$ cat src/rtl/cpu_pkg.sv
// Shared CPU definitions: fetch FSM states, redirect kinds and instruction field widths.
package cpu_pkg;

    localparam logic [31:0] DEFAULT_RESET_PC = 32'h0000_0000;
    localparam int unsigned JTARGET_W        = 26;
    localparam int unsigned BOFF_W           = 16;

    typedef enum logic {
        IDLE = 1'b0,
        WAIT = 1'b1
    } ifu_state_t;

    typedef enum logic [1:0] {
        RD_NONE   = 2'd0,
        RD_JUMP   = 2'd1,
        RD_BRANCH = 2'd2
    } redir_kind_t;

endpackage

$ cat src/rtl/pc_next_calc.sv
// Combinational next-PC mux: sequential (+4), jump (region-relative) or branch (PC-relative).
module pc_next_calc
    import cpu_pkg::*;
#(
    parameter int unsigned ADDR_W = 32
) (
    input  logic [ADDR_W-1:0]    pc,
    input  redir_kind_t          kind,
    input  logic [BOFF_W-1:0]    br_offset,
    input  logic [JTARGET_W-1:0] ju_target,
    output logic [ADDR_W-1:0]    pc_plus4,
    output logic [ADDR_W-1:0]    pc_next
);

    logic [ADDR_W-1:0] br_disp;

    assign pc_plus4 = pc + ADDR_W'(4);
    // Word offset sign-extended and scaled to bytes; sum wraps modulo 2^ADDR_W.
    assign br_disp  = {{(ADDR_W-BOFF_W-2){br_offset[BOFF_W-1]}}, br_offset, 2'b00};

    always_comb begin
        pc_next = pc_plus4;
        case (kind)
            RD_JUMP:   pc_next = {pc_plus4[ADDR_W-1:JTARGET_W+2], ju_target, 2'b00};
            RD_BRANCH: pc_next = pc + br_disp;
            default:   pc_next = pc_plus4;
        endcase
    end

endmodule

$ cat src/rtl/instr_fetch_unit.sv
// PC register and two-state instruction fetch FSM driven by ControlUnit stage strobes.
// Optional completed-fetch counter enabled by defining IFU_FETCH_COUNT_EN.
module instr_fetch_unit
    import cpu_pkg::*;
#(
    parameter int unsigned       ADDR_W   = 32,
    parameter int unsigned       DATA_W   = 32,
    parameter logic [ADDR_W-1:0] RESET_PC = ADDR_W'(DEFAULT_RESET_PC)
) (
    input  logic                 clk,
    input  logic                 rst,
    input  logic                 top_en,
    input  logic                 if_en,
    input  logic                 ju_en,
    input  logic                 br_en,
    input  logic                 br_taken,
    input  logic [BOFF_W-1:0]    br_offset,
    input  logic [JTARGET_W-1:0] ju_target,
    output logic [ADDR_W-1:0]    imem_addr,
    output logic                 imem_rd,
    input  logic [DATA_W-1:0]    imem_rdata,
    output logic [ADDR_W-1:0]    pc,
    output logic [ADDR_W-1:0]    pc_plus4,
    output logic [DATA_W-1:0]    instr,
    output logic                 instr_valid,
    output logic                 fetch_busy,
    output logic                 fetch_err,
    output logic [31:0]          fetch_count
);

    ifu_state_t        state, state_n;
    redir_kind_t       kind;
    logic [ADDR_W-1:0] pc_next;
    logic [ADDR_W-1:0] pc_n, addr_n;
    logic [DATA_W-1:0] instr_n;
    logic              rd_n, valid_n, err_n;
    logic              fetch_pend, pend_n;
    logic              do_jump, do_branch, redirect, fetch_req;

    assign do_jump   = top_en & ju_en;
    assign do_branch = top_en & br_en & br_taken & ~ju_en;
    assign redirect  = do_jump | do_branch;
    assign fetch_req = top_en & (if_en | fetch_pend);
    assign kind      = do_jump ? RD_JUMP : (do_branch ? RD_BRANCH : RD_NONE);

    pc_next_calc #(
        .ADDR_W (ADDR_W)
    ) u_pc_next_calc (
        .pc        (pc),
        .kind      (kind),
        .br_offset (br_offset),
        .ju_target (ju_target),
        .pc_plus4  (pc_plus4),
        .pc_next   (pc_next)
    );

    assign fetch_busy = (state == WAIT);

    always_ff @(posedge clk or posedge rst) begin
        if (rst) begin
            state       <= IDLE;
            pc          <= RESET_PC;
            instr       <= '0;
            imem_addr   <= RESET_PC;
            imem_rd     <= 1'b0;
            instr_valid <= 1'b0;
            fetch_err   <= 1'b0;
            fetch_pend  <= 1'b0;
        end else begin
            state       <= state_n;
            pc          <= pc_n;
            instr       <= instr_n;
            imem_addr   <= addr_n;
            imem_rd     <= rd_n;
            instr_valid <= valid_n;
            fetch_err   <= err_n;
            fetch_pend  <= pend_n;
        end
    end

    always_comb begin
        state_n = state;
        pc_n    = pc;
        instr_n = instr;
        addr_n  = imem_addr;
        rd_n    = 1'b0;
        valid_n = 1'b0;
        err_n   = fetch_err;
        pend_n  = fetch_pend;
        case (state)
            IDLE: begin
                // A redirect pre-empts the fetch; the fetch is remembered and issued from the new PC.
                if (redirect) begin
                    pc_n   = pc_next;
                    pend_n = fetch_pend | (top_en & if_en);
                end else if (fetch_req) begin
                    addr_n  = pc;
                    rd_n    = 1'b1;
                    state_n = WAIT;
                    pend_n  = 1'b0;
                end
            end
            WAIT: begin
                // pc_next falls back to pc + 4 when no redirect arrives during the wait.
                instr_n = imem_rdata;
                valid_n = 1'b1;
                pc_n    = pc_next;
                state_n = IDLE;
                if (top_en & if_en) begin
                    err_n = 1'b1;
                end
            end
        endcase
    end

`ifdef IFU_FETCH_COUNT_EN
    logic [31:0] count_q;

    always_ff @(posedge clk or posedge rst) begin
        if (rst) begin
            count_q <= '0;
        end else if (state == WAIT) begin
            count_q <= count_q + 32'd1;
        end
    end

    assign fetch_count = count_q;
`else
    assign fetch_count = '0;
`endif

endmodule
$ cat config.mk
export PLATFORM = sky130hd
export DESIGN_NAME = instr_fetch_unit
export DESIGN_NICKNAME = d
export VERILOG_FILES = /design/src/rtl/cpu_pkg.sv /design/src/rtl/pc_next_calc.sv /design/src/rtl/instr_fetch_unit.sv
export SDC_FILE = /design/constraint.sdc
export NUM_CORES = 1
export LEC_CHECK = 0
export ABC_AREA = 1
export CELL_PAD_IN_SITES_DETAIL_PLACEMENT = 1
export CELL_PAD_IN_SITES_GLOBAL_PLACEMENT = 1
export CORE_MARGIN = 4
export CORE_UTILIZATION = 32
export DETAILED_ROUTE_END_ITERATION = 10
export PLACE_DENSITY = 0.92
export SLEW_MARGIN = 5
export SYNTH_ARGS = -nofsm -noshare
export SYNTH_HDL_FRONTEND = slang
export SYNTH_HIERARCHICAL = 1
export SYNTH_SLANG_ARGS = --single-unit
$ cat constraint.sdc
create_clock -name clk -period 4.3 [get_ports clk]
set_clock_uncertainty 0.15 [all_clocks]
set_input_delay 0.86 -clock clk [delete_from_list [all_inputs] [get_ports clk]]
set_output_delay 0.86 -clock clk [all_outputs]
set_load 0.005 [all_outputs]
==> metrics.txt <==
Via density slightly above 5; HP Class reg -> reg; Initial Util 0.325; diode count 0; layout cells sized above 1 0.0554; largest net degree at the start of global routing 60; CTS tree yes; Fmax approximately 260 MHz; crit-path max FO 7; Worst Setup Start Kind flop; Mean Syn Cell Area about 6.5 um2; Worst Tran Pin Value 0.934 ns; Lkg Pwr 0.00526 uW; H-tree level count 3; antenna violations before repair 0; first-pass GRT wire length just over 50 mm; CTS root buffer clkbuf_16; Final Setup Violations 0; TritonCTS Buffers 9; area leader, netlist dfrtp_1; IO Port Bufs around 210; WP data required between 3 and 4 ns; final core utilization 0.441; CP Data Arrival Time 2.87 ns; RSZ-0062 raised after global routing false; gpl congestion 0.976; max-slew violations 0; Die Footprint approximately 0.026 mm2; hold buffer count at CTS 0; Seq/Total Area, Yosys 0.327; Critical Path End Type output port; asr flop ratio synth 1.00; vias in the first global route ~9k; Setup Fix Bufs, Post-CTS 0; Post-synth top cells 488 x nand2_1, 122 x inv_1, 100 x dfrtp_1, 80 x nor2_1, 69 x a21oi_1; later-pin clock latency in the skew report between 0.3 and 0.4 ns; Mapped Area 0.00766 mm2; Crit Path Class reg -> out; crit path time final 3.88 ns; Ports approximately 250; Horiz. Die Dim around 160 um; TNS Setup 0 ns; maximum vdd ir drop 260 uV; Maximum Capacitance Violations 0; 1st-pass router iterations 5; fin nets 1498; count leader, synth nand2_1; YS warnings 6; Max clock buf depth 2; Distinct cells, synth between 40 and 50; P per Cell Area roughly 500 mW/mm2; Post-CTS Resized 0; Final Hold Fails 0; largest cells by area after synthesis dfrtp_1 33%, nand2_1 24%, inv_1 6.0%; DRC 0; most used flip-flop cell after synthesis dfrtp_1; WL per Instance ~20 um; final wirelength 34.0 mm; Cells after Synth around 1.2k; Die Y about 160 um; core area 0.0235 mm2; GRT overflow 0; GRT Util Overall 0.253; worst hold slack 0.322 ns; outcome completed; Row Count between 50 and 60; relative slew slack 0.376; CTS clk-pin slew, worst paths approximately 0.070 ns; Post-DRT Antenna Nets 0; Area Overhead vs Synth 35.6%; initial drt markers around 480; Vias between 8k and 9k; HPWL after DPL between 20 and 30 mm; Yosys top cell area share 0.327; CTS Sinks 100; Synth Register Bits 100; Post-synth EDFFs 0; final period utilization 0.902
==> worst max-delay path, cell delays in order, from the launching register on <==
cell and delay (ns):
dfrtp_1 0.55, ha_1 0.33, nand3_2 0.19, nor3_4 0.23, nand2_2 0.12, nor2_4 0.14
nand2_4 0.09, nor2_2 0.08, nand2_1 0.05, nand2_1 0.17, clkdlybuf4s50_1 0.55
==> layout by cell type (no fill, tap or decap), types with 3 or more instances in the layout <==
master,instances
o21ai_0,47
nor2_4,4
nand3b_1,7
conb_1,32
xnor2_1,5
inv_2,4
inv_1,121
a21oi_2,5
nand2_2,3
clkbuf_16,9
nor3_2,5
clkdlybuf4s50_1,212
inv_8,3
nor2_2,3
o21bai_1,5
buf_4,20
nand4_1,14
nand3_2,3
ha_1,32
nand3_1,60
a21oi_1,69
dfrtp_1,100
xor2_1,19
nor2_1,79
nor3_1,11
nand2_1,488
or2_2,4
==> flip-flops by register name, summed over array words and instances (netlist names) <==
signal,count
imem_addr,32
instr,32
instr_valid,1
pc,32
imem_rd,1
fetch_err,1
fetch_pend,1
==> kinds of logic after synthesis <==
| logic type | Yosys count | share of synthesized area |
|---|---|---|
| simple gates | 687 | 0.374 |
| buf+inv | 194 | 0.116 |
| compound gates | 133 | 0.0941 |
| flops | 100 | 0.327 |
| fa+ha+maj | 33 | 0.0549 |
| xor+xnor | 27 | 0.0338 |
| other cells | 1 | 0.000489 |
==> path summary, 6_finish.rpt <==
kind                                              to  cells after the start  slack [ns]             startpoint
min reg2reg                    instr[28]$_DFFE_PP0P_                      2        0.32  instr[28]$_DFFE_PP0P_
max                                     pc_plus4[24]                     10        0.42      pc[3]$_DFFE_PP0P_
min in group asynchronous          pc[9]$_DFFE_PP0P_                      2        0.88                    rst
max in group asynchronous  imem_addr[31]$_DFFE_PP0P_                      3        2.39                    rst
min                            instr[28]$_DFFE_PP0P_                      2        0.32  instr[28]$_DFFE_PP0P_
max reg2reg                       pc[14]$_DFFE_PP0P_                     15        1.29      pc[2]$_DFFE_PP0P_
==> power by group <==
| part | switching [uW] | internal [uW] |
|---|---|---|
| sequential | 300 | 1230 |
| combinational | 1550 | 1250 |
| clock | 440 | 415 |
==> final cells by class <==
| class | instances | area (um2) |
|---|---|---|
| fill | 3115 | 13200 |
| multi-input combinational | 912 | 4390 |
| sequential | 100 | 2500 |
| timing repair buffer | 234 | 2310 |
| inverter | 127 | 479 |
| tap | 319 | 399 |
| clock buffer | 9 | 225 |
| clock inverter | 7 | 76.3 |
==> metrics by stage <==
stage | area, um2 | setup WS [ns] | instances | power (uW)
2_1_floorplan | 7780 | 0.671 | 1206 | 2770
3_5_place_dp | 10100 | 0.412 | 1692 | 4310
3_3_place_gp | 10100 | 0.430 | 1692 | 4200
4_1_cts | 10400 | 0.436 | 1708 | 5190
5_1_grt | 10400 | 0.221 | 1708 | 5540
6_report | 10400 | 0.420 | 1708 | 5180
==> routing by layer <==
layer  track usage  vias up  wire length (um)
met5             0        -                 0
met4        0.0820        0               911
met3        0.0468       50              2200
met2         0.446      342             16700
met1         0.312     4240             14200
li1              -     4044                 -
Note: power is estimated with default switching activity, not from simulation.
